<file path="config.mk">
export PLATFORM = sky130hd
export DESIGN_NAME = fsm_ab_driver
export DESIGN_NICKNAME = d
export VERILOG_FILES = /design/src/rtl/fsm_ab_driver.sv
export SDC_FILE = /design/constraint.sdc
export NUM_CORES = 1
export LEC_CHECK = 0
export ABC_AREA = 1
export ABC_CLOCK_PERIOD_IN_PS = 3460
export CORE_MARGIN = 2
export CORE_UTILIZATION = 44
export DETAILED_ROUTE_END_ITERATION = 8
export MAX_ROUTING_LAYER = met4
export PLACE_DENSITY = 0.65
export SETUP_SLACK_MARGIN = 0.4
export SLEW_MARGIN = 20
export SYNTH_ARGS = -nofsm -noshare
export SYNTH_HDL_FRONTEND = slang
export SYNTH_SLANG_ARGS = --single-unit
</file>
<file path="constraint.sdc">
create_clock -name clk -period 3.46 [get_ports clk]
set_clock_uncertainty 0.2 [all_clocks]
set_input_delay 0.692 -clock clk [delete_from_list [all_inputs] [get_ports clk]]
set_output_delay 0.692 -clock clk [all_outputs]
set_load 0.1 [all_outputs]
</file>
<file path="src/rtl/fsm_ab_driver.sv">
// Initiator for the a/b two-input control FSM: turns steering commands into registered
// a/b symbols, tracks a shadow of the partner state and checks the partner's y0/y1.
module fsm_ab_driver #(
  parameter int HOLD_W    = 8,
  parameter int ERR_CNT_W = 8
) (
  input  logic                 clk,
  input  logic                 reset,
  input  logic                 cmd_valid,
  output logic                 cmd_ready,
  input  logic [1:0]           cmd_op,
  input  logic [HOLD_W-1:0]    cmd_arg,
  input  logic                 check_en,
  output logic                 a,
  output logic                 b,
  input  logic                 y0,
  input  logic                 y1,
  output logic                 done,
  output logic                 mismatch,
  output logic [ERR_CNT_W-1:0] err_count
);

  typedef enum logic [1:0] {
    DRV_IDLE  = 2'd0,
    DRV_DRIVE = 2'd1,
    DRV_HOLD  = 2'd2
  } drv_state_t;

  typedef enum logic [1:0] {
    P_S0 = 2'd0,
    P_S1 = 2'd1,
    P_S2 = 2'd2
  } partner_state_t;

  localparam logic [1:0] OP_GOTO_S0  = 2'd0;
  localparam logic [1:0] OP_GOTO_S1  = 2'd1;
  localparam logic [1:0] OP_PULSE_Y0 = 2'd2;
  localparam logic [1:0] OP_HOLD     = 2'd3;

  localparam logic [HOLD_W-1:0]    HOLD_ZERO = {HOLD_W{1'b0}};
  localparam logic [HOLD_W-1:0]    HOLD_ONE  = {{(HOLD_W-1){1'b0}}, 1'b1};
  localparam logic [ERR_CNT_W-1:0] ERR_ZERO  = {ERR_CNT_W{1'b0}};
  localparam logic [ERR_CNT_W-1:0] ERR_ONE   = {{(ERR_CNT_W-1){1'b0}}, 1'b1};
  localparam logic [ERR_CNT_W-1:0] ERR_MAX   = {ERR_CNT_W{1'b1}};

  // Returns {last_index[1:0], sym0[1:0], sym1[1:0], sym2[1:0]} for a non-HOLD command.
  function automatic logic [7:0] seq_lookup(input logic [1:0] op, input partner_state_t s);
    logic [7:0] r;
    r = 8'h00;
    case (op)
      OP_GOTO_S0: begin
        case (s)
          P_S1:    r = {2'd0, 2'b10, 2'b00, 2'b00};
          default: r = {2'd0, 2'b00, 2'b00, 2'b00};
        endcase
      end
      OP_GOTO_S1: begin
        case (s)
          P_S1:    r = {2'd0, 2'b00, 2'b00, 2'b00};
          P_S2:    r = {2'd1, 2'b00, 2'b10, 2'b00};
          default: r = {2'd0, 2'b10, 2'b00, 2'b00};
        endcase
      end
      OP_PULSE_Y0: begin
        case (s)
          P_S1:    r = {2'd2, 2'b10, 2'b11, 2'b00};
          P_S2:    r = {2'd2, 2'b00, 2'b11, 2'b00};
          default: r = {2'd1, 2'b11, 2'b00, 2'b00};
        endcase
      end
      default: r = 8'h00;
    endcase
    return r;
  endfunction

  function automatic logic [1:0] sym_at(input logic [5:0] seq, input logic [1:0] idx);
    logic [1:0] r;
    case (idx)
      2'd0:    r = seq[5:4];
      2'd1:    r = seq[3:2];
      2'd2:    r = seq[1:0];
      default: r = 2'b00;
    endcase
    return r;
  endfunction

  function automatic partner_state_t partner_next(input partner_state_t s, input logic [1:0] ab);
    partner_state_t r;
    case (s)
      P_S0: begin
        if (ab == 2'b11) begin
          r = P_S2;
        end else if (ab == 2'b10) begin
          r = P_S1;
        end else begin
          r = P_S0;
        end
      end
      P_S1:    r = ab[1] ? P_S0 : P_S1;
      default: r = P_S0;
    endcase
    return r;
  endfunction

  drv_state_t          drv_state_r, drv_state_s;
  partner_state_t      shadow_r;
  logic [1:0]          ab_r, ab_s;
  logic                done_r, done_s;
  logic [1:0]          idx_r, idx_s;
  logic [1:0]          last_r, last_s;
  logic [5:0]          seq_r, seq_s;
  logic [HOLD_W-1:0]   cnt_r, cnt_s;
  logic [7:0]          lookup_s;
  logic                exp_y0_s, exp_y1_s, err_s;
  logic                mismatch_r;
  logic [ERR_CNT_W-1:0] err_count_r;

  assign cmd_ready = (drv_state_r == DRV_IDLE);
  assign a         = ab_r[1];
  assign b         = ab_r[0];
  assign done      = done_r;
  assign mismatch  = mismatch_r;
  assign err_count = err_count_r;

  // Driver next state: a/b and done are computed one cycle ahead so they leave the flops aligned.
  always_comb begin
    drv_state_s = drv_state_r;
    ab_s        = 2'b00;
    done_s      = 1'b0;
    idx_s       = idx_r;
    last_s      = last_r;
    seq_s       = seq_r;
    cnt_s       = cnt_r;
    lookup_s    = seq_lookup(cmd_op, shadow_r);
    case (drv_state_r)
      DRV_IDLE: begin
        if (cmd_valid) begin
          if (cmd_op == OP_HOLD) begin
            drv_state_s = DRV_HOLD;
            if (cmd_arg == HOLD_ZERO) begin
              cnt_s = HOLD_ONE;
            end else begin
              cnt_s = cmd_arg;
            end
            done_s = (cnt_s == HOLD_ONE);
          end else begin
            drv_state_s = DRV_DRIVE;
            last_s      = lookup_s[7:6];
            seq_s       = lookup_s[5:0];
            idx_s       = 2'd0;
            ab_s        = lookup_s[5:4];
            done_s      = (lookup_s[7:6] == 2'd0);
          end
        end else begin
          drv_state_s = DRV_IDLE;
        end
      end
      DRV_DRIVE: begin
        if (idx_r == last_r) begin
          drv_state_s = DRV_IDLE;
        end else begin
          idx_s  = idx_r + 2'd1;
          ab_s   = sym_at(seq_r, idx_s);
          done_s = (idx_s == last_r);
        end
      end
      DRV_HOLD: begin
        if (cnt_r <= HOLD_ONE) begin
          drv_state_s = DRV_IDLE;
        end else begin
          cnt_s  = cnt_r - HOLD_ONE;
          done_s = (cnt_s == HOLD_ONE);
        end
      end
      default: begin
        drv_state_s = DRV_IDLE;
      end
    endcase
  end

  // Partner expectations come from the shadow state and the symbol currently on a/b.
  always_comb begin
    exp_y1_s = (shadow_r != P_S2);
    exp_y0_s = (shadow_r == P_S0) && ab_r[1] && ab_r[0];
    if (check_en) begin
      err_s = (y0 != exp_y0_s) || (y1 != exp_y1_s);
    end else begin
      err_s = 1'b0;
    end
  end

  // Driver, shadow and checker registers.
  always_ff @(posedge clk) begin
    if (reset) begin
      drv_state_r <= DRV_IDLE;
      shadow_r    <= P_S0;
      ab_r        <= 2'b00;
      done_r      <= 1'b0;
      idx_r       <= 2'd0;
      last_r      <= 2'd0;
      seq_r       <= 6'd0;
      cnt_r       <= HOLD_ZERO;
      mismatch_r  <= 1'b0;
      err_count_r <= ERR_ZERO;
    end else begin
      drv_state_r <= drv_state_s;
      shadow_r    <= partner_next(shadow_r, ab_r);
      ab_r        <= ab_s;
      done_r      <= done_s;
      idx_r       <= idx_s;
      last_r      <= last_s;
      seq_r       <= seq_s;
      cnt_r       <= cnt_s;
      if (err_s) begin
        mismatch_r <= 1'b1;
        if (err_count_r != ERR_MAX) begin
          err_count_r <= err_count_r + ERR_ONE;
        end
      end
    end
  end

endmodule

</file>
# Word-level counts from Yosys, hierarchy flattened
# Cells that the tools add are included.
# Widths: inputs -> output; s select.
# classes
n_addsub	3
multipliers	0
div	0
n_lt_le_gt_ge	1
eq_ne	26
shift	0
n_mux	36
bitwise	1
n_reduce_logical	16
# ops
operator	count
$mux 8	7
$pmux 8 s2	2
$pmux 8 s3	1
$mux 2	11
$eq 8x1->1 const B	2
$eq 2x2->1 const B	7
$ne 2x2->1 const B	7
$pmux 7 s2	1
$pmux 2 s2	3
$pmux 2 s3	2
$logic_not 2->1	5
$add 8x1->8 const B	1
$eq 2x1->1 const B	4
$le 8x1->1 const B	1
$logic_not 8->1	1
$ne 8x8->1 const B	1
$reduce_and 4->1	2
$sub 8x1->8 const B	1
$mux 1	7
$mux 6	1
$eq 2x2->1	2
$reduce_and 2->1	2
$reduce_bool 2->1	2
$pmux 1 s3	1
other kinds (7)	9
# word_totals
reg_bits	34
latchBits	0
mem_bits_rw	0
mem_bits_ro	0
inputBits	16
out_inout_bits	13
elab_cells	93
mem_count	0

# Logic depth before layout (Yosys ltp)
# Gate-level depths: netlist of the first run.
# depth
word_depth	9
ltp_mapped	11
mapped_depth_nobuf	11

# Worst setup path before layout of the first run
# Ideal clock, no wire load.
# synth_path
path_kind	register -> register
from	register drv_state_r[0]
to	register idx_r[0]
setup_time_ns	0.117
arrival_ns	2.001
path_slack_ns	1.142
path_stages_with_launch	7
period_less_slack_ns	2.318
cell_sequence	dfxtp_1 -> nor2_2 -> nand3_1 -> nand2_1 -> inv_1 -> a21oi_1 -> nor2_1
# synth_between
elab_chain_cells	3
# synth_lines
element	line	text
start: declaration	105	drv_state_t drv_state_r, drv_state_s;
start signal: assignment	206	drv_state_r <= drv_state_s;
$logic_not 2->1 (*)	-	
via cmd_ready	10	output logic cmd_ready,
$ne 2x2->1 (no line) / $reduce_bool 2->1 (equally long branches)	-	
$reduce_and 4->1 (no line)	-	
end signal: assignment	210	idx_r <= idx_s;
end: declaration	109	logic [1:0] idx_r, idx_s;
# Mark *: on every way through the listed nets, which the timed path passes. The rest lies on a longest branch.
# A chain may end at the register's enable or synchronous reset.

# Worst setup path in the final report of the first run
# layout_path
from	input port cmd_op[1]
to	register cnt_r[7]
# layout_between
elab_chain_cells	3
# layout_lines
element	line	text
start: declaration	11	input logic [1:0] cmd_op,
$eq 2x2->1	138	if (cmd_op == OP_HOLD) begin
$ne 2x1->1 (no line)	-	
$reduce_and 4->1 (no line)	-	
end signal: assignment	213	cnt_r <= cnt_s;
end: declaration	112	logic [HOLD_W-1:0] cnt_r, cnt_s;
# No other way between the ends.

==> results.json, run 1 <==
{
  "path_class": "input port to flip-flop",
  "netlist.area_leader.share": 0.344,
  "synth_area_mm2": 0.00180,
  "dr.pass1.iters": 4,
  "setup_ws_ns": 1.36,
  "critPathMaxStageDelay_ns": 0.53,
  "critPathMaxFanout": 13,
  "portBuffers": 28,
  "core_area_mm2": 0.00397,
  "cts.sinks": 31,
  "rows": 23,
  "hold_viol_final": 0,
  "synthCells": 270,
  "syn_to_final_growth_pct": 21.2,
  "dieWidth_um": 68.0,
  "fmax_mhz": 477,
  "route.vias.total": 1733,
  "drc_errors": 0,
  "wl_um": 4030,
  "total_leakage_power_uw": 0.000950,
  "ir_drop_mv": 0.269,
  "grt_max_degree": 20,
  "clock_latency_ns": 0.28,
  "min_period_ns": 2.10,
  "yosysSeqAreaShare": 0.344,
  "antenna_left": 0,
  "track_usage": 0.198,
  "initial_core_util": 0.454,
  "overflow": 0,
  "p_per_area_mw_per_mm2": 425,
  "crit_arrival_ns": 2.07,
  "yosys_warnings": 0,
  "synth_area_leader_cell": "dfxtp_1",
  "dp_hpwl_um": 3070,
  "cp-end-kind": "flip-flop",
  "die_h_um": 68.0,
  "fin_nets": 325,
  "synth_area_per_cell_um2": 6.68,
  "synthFlopType": "dfxtp_1",
  "tightest_slew_ns": 0.446,
  "crit_slowest_cell": "clkdlybuf4s50_1",
  "synth_area_leaders": "dfxtp_1, nand2_1, nor2_1",
  "dpl_worst_slack_ns": 1.06,
  "numCtsBuffers": 5,
  "finalSetupViolCount": 0,
  "cp-start-kind": "input port",
  "yosysMostFrequentCell": "nand2_1",
  "first_iter_violations": 131,
  "post-cts-setup-buffers": 0,
  "htree_num_levels": 2,
  "period_share": 0.606,
  "cp_num_buf_inv": 2,
  "crit_chain": "clkdlybuf4s50_1, nand2_1, o21ai_2, inv_1, nor2_1, a21oi_1",
  "yosys.cell_types.count": 28,
  "grt_pass1_vias": 1509,
  "rsz0062_at_grt": "false",
  "cap_violations": 0,
  "grt_pass1_wl_um": 6680,
  "cp_top_family": "buffers and inverters",
  "die_area_mm2": 0.00463,
  "drive_gt1_frac": 0.0963,
  "hold_buffers": 0,
  "syn_nets": 295,
  "io_pins": 29,
  "ys_ff_latch": 31,
  "clockBufferDepth": 2,
  "diodes": 0,
  "wl_per_cell_um": 11.5,
  "antenna_found_initial": 0,
  "async_flop_share": 0,
  "place_congestion": 0.950,
  "setup-tns-final_ns": 0,
  "max-slew-margin-rel": 0.703,
  "ctsResizeCount": 0,
  "status": "finished clean",
  "ys_top_cells_by_count": "nand2_1, nor2_1, inv_1, dfxtp_1, a21oi_1",
  "crit_required_ns": 3.43,
  "clk_pin_slew_ns": 0.06,
  "synth_edf_count": 0,
  "drv_slew": 0,
  "clockRootBuffer": "clkbuf_8",
  "cts_tree": "built",
  "min_path_type": "flip-flop to flip-flop",
  "vias_per_cell": 4.94
}
cell type report:
cell class / count / area (um^2)
fillers: 392 / 1780
multi-input cells: 199 / 1020
flip-flops and latches: 31 / 621
repair buffers: 29 / 255
inverters: 34 / 128
clock buffers: 8 / 100
well taps: 50 / 62.6
kinds of logic after synthesis:
family          share of synthesized area
simple gates                        0.316
compound gates                      0.148
buf+inv                            0.0901
flops                               0.344
fa+ha+maj                          0.0624
xor+xnor                           0.0340
mux                               0.00555
path summary, 6_finish.rpt:
kind / start / to / slack (ns) / cells after the start
worst max-delay path: cmd_op[1] / cnt_r[7]$_SDFFE_PP0P_ / 1.36 / 6
worst min-delay path: seq_r[3]$_SDFFE_PP0P_ / seq_r[3]$_SDFFE_PP0P_ / 0.28 / 2
worst max register to register: cnt_r[0]$_SDFFE_PP0P_ / cnt_r[7]$_SDFFE_PP0P_ / 1.49 / 10
worst min register to register: seq_r[3]$_SDFFE_PP0P_ / seq_r[3]$_SDFFE_PP0P_ / 0.28 / 2
state kept, by name (all words and copies together), names as in the netlist:
name and cells:
seq_r 4, done 1, drv_state_r 2, mismatch 1, last_r 1, cnt_r 8
err_count 8, ab_r 2, shadow_r 2, idx_r 2
routing by layer:
layer,vias to the layer above,routed length [um],global-route usage,share of wire
met1,762,1970,0.248,0.49
li1,929,-,-,-
met4,0,60,0.0675,0.015
met2,34,1850,0.313,0.46
met5,-,0,-,0
met3,8,146,0.0444,0.036
per-stage QoR:
| step | hold slack [ns] | cell area (um^2) | util | cells | power, uW |
|---|---|---|---|---|---|
| after global placement | 0.261 | 2090 | 0.526 | 343 | 625 |
| after CTS | 0.273 | 2190 | 0.551 | 351 | 939 |
| after floorplan | 0.235 | 1800 | - | 270 | 570 |
| after detailed placement | 0.262 | 2090 | 0.526 | 343 | 626 |
| final | 0.277 | 2190 | 0.551 | 351 | 931 |
| after global routing | 0.296 | 2190 | 0.551 | 351 | 983 |
where the power goes:
group          switching (uW)  internal (uW)  leakage [uW]
Combinational             146           76.5      0.000646
Clock                     131            181     0.0000515
Sequential               19.9            376      0.000253
tightest hold or removal path, cell delays in order, from the launching register on:
cell	delay, ns
dfxtp_1	0.30
inv_1	0.06
a211oi_1	0.07
cells in the final DEF, fill, tap and decap left out, types with 4 or more instances in the layout:
cell type        synthesis  final
nor3_1                   6      6
clkbuf_8                 0      7
dfxtp_1                 31     31
nand2_1                 57     57
nand4_1                  4      4
clkdlybuf4s50_1          0     15
xor2_1                   4      4
a21oi_1                 26     26
ha_1                     9      9
inv_1                   33     33
o21ai_0                 21     21
buf_4                    1     14
nand3_1                 20     20
nor2_1                  36     36
(Power assumes the default switching activity.)
==> inputs of run 2 (changes only) <==
--- a/config.mk
+++ b/config.mk
@@ -6,7 +6,7 @@
 export NUM_CORES = 1
 export LEC_CHECK = 0
 export ABC_AREA = 1
-export ABC_CLOCK_PERIOD_IN_PS = 3460
+export ABC_CLOCK_PERIOD_IN_PS = 2190
 export CORE_MARGIN = 2
 export CORE_UTILIZATION = 44
 export DETAILED_ROUTE_END_ITERATION = 8
==> constraint.sdc (replaced) <==
create_clock -name clk -period 2.19 [get_ports clk]
set_clock_uncertainty 0.2 [all_clocks]
set_input_delay 0.438 -clock clk [delete_from_list [all_inputs] [get_ports clk]]
set_output_delay 0.438 -clock clk [all_outputs]
set_load 0.1 [all_outputs]
==> run 2 against run 1 <==
Sequential power increased by 59%. Die area unchanged. Final cell count increased by 1.7%. Non-clock buffer count increased by 6. Highest routed layer unchanged. Routed wire length increased by 4.4%.
==> results.json, run 2 (synthesized netlist as in run 1, its figures left out) <==
{
  "status": "finished clean",
  "period_share": 0.771,
  "cp-end-kind": "flip-flop",
  "cap_violations": 0,
  "most-common-layout-cells": "nand2_1, nor2_1, inv_1",
  "overflow": 0,
  "path_class": "input port to flip-flop",
  "wl_um": 4210,
  "diodes": 0,
  "fmax_mhz": 592,
  "cts.sinks": 31,
  "die_area_mm2": 0.00463,
  "portBuffers": 28,
  "crit_chain": "clkdlybuf4s50_1, nand2_2, nand3_2, nand2_1, inv_1, a21oi_1, nor2_1",
  "place_congestion": 0.852,
  "core_area_mm2": 0.00397,
  "clk_pin_slew_ns": 0.06,
  "setup_ws_ns": 0.502,
  "grt_pass1_wl_um": 6800,
  "grt_pass1_vias": 1546,
  "numCtsBuffers": 5,
  "tightest_slew_ns": 0.446,
  "cp-start-kind": "input port",
  "io_pins": 29,
  "die_h_um": 68.0,
  "grt_max_degree": 14,
  "min_path_type": "flip-flop to flip-flop",
  "dp_hpwl_um": 3240,
  "track_usage": 0.202,
  "setup-tns-final_ns": 0,
  "finalSetupViolCount": 0,
  "rows": 23,
  "final_common_cell": "nand2_1",
  "drc_errors": 0,
  "max-slew-margin-rel": 0.702,
  "syn_to_final_growth_pct": 29.1,
  "rsz0062_at_grt": "false",
  "critPathMaxStageDelay_ns": 0.47,
  "drive_gt1_frac": 0.192,
  "initial_core_util": 0.454,
  "dr.pass1.iters": 4,
  "total_leakage_power_uw": 0.00100,
  "clockBufferDepth": 2,
  "crit_required_ns": 2.15,
  "crit_slowest_cell": "clkdlybuf4s50_1",
  "ir_drop_mv": 0.375,
  "route.vias.total": 1798,
  "dpl_worst_slack_ns": 0.149,
  "antenna_found_initial": 0,
  "dieWidth_um": 68.0,
  "r2r_slack_ns": 0.51,
  "place_area_mm2": 0.00215,
  "p_per_area_mw_per_mm2": 638,
  "whs_ns": 0.259,
  "hold_buffers": 0,
  "wl_per_cell_um": 11.8,
  "cts_tree": "built",
  "min_period_ns": 1.69,
  "antenna_left": 0,
  "vias_per_cell": 5.04,
  "drv_slew": 0,
  "clock_latency_ns": 0.28,
  "fin_nets": 331,
  "hold_viol_final": 0,
  "design_area_mm2": 0.00233,
  "critPathMaxFanout": 8,
  "crit_arrival_ns": 1.65,
  "htree_num_levels": 2,
  "first_iter_violations": 127,
  "clockRootBuffer": "clkbuf_8"
}
[run 2: what timing repair did]
item                                    CTS  global route
resized for setup                         4            18
pin swaps                                 0             4
setup buffers                             1             3
endpoints found under the setup margin    9            15
[run 2: report_power, final]
part	switching, uW	leakage, uW	internal, uW	total [uW]
registers	33.8	0.000260	595	628
logic	250	0.000692	150	400
clock network	203	0.0000482	253	456
[run 2: critical path, delay by kind of cell]
kind	cells	cell delay [ns]
buffers and inverters	2	0.55
and+or+nand+nor	4	0.54
AOI/OAI and AO/OA	1	0.12
[run 2: worst paths after layout]
check,end,cells past startpoint,startpoint
max,idx_r[0]$_SDFFE_PP0P_,7,cmd_op[0]
min reg2reg,seq_r[3]$_SDFFE_PP0P_,2,seq_r[3]$_SDFFE_PP0P_
max reg2reg,cnt_r[2]$_SDFFE_PP0P_,11,cnt_r[0]$_SDFFE_PP0P_
min,seq_r[3]$_SDFFE_PP0P_,2,seq_r[3]$_SDFFE_PP0P_
[run 2: stage by stage]
stage / utilization / cells / total power, uW
2_1_floorplan: - / 270 / 902
3_3_place_gp: 0.540 / 345 / 1000
3_5_place_dp: 0.540 / 345 / 1000
4_1_cts: 0.568 / 354 / 1470
5_1_grt: 0.586 / 357 / 1580
6_report: 0.586 / 357 / 1480
[run 2: routing by layer]
| layer | vias to the layer above | wire, um | share of wire | track usage |
|---|---|---|---|---|
| met5 | - | 0 | 0 | - |
| met2 | 42 | 1910 | 0.45 | 0.306 |
| met4 | 0 | 46 | 0.011 | 0.0675 |
| li1 | 949 | - | - | - |
| met3 | 5 | 182 | 0.043 | 0.0444 |
| met1 | 802 | 2070 | 0.49 | 0.266 |
[run 2: cell type report]
class | instances | area, um^2
Clock inverter | 1 | 5.00
Clock buffer | 7 | 86.3
Tap cell | 50 | 62.6
Multi-Input combinational cell | 199 | 1080
Fill cell | 399 | 1640
Sequential cell | 31 | 648
Timing Repair Buffer | 35 | 317
Inverter | 34 | 128
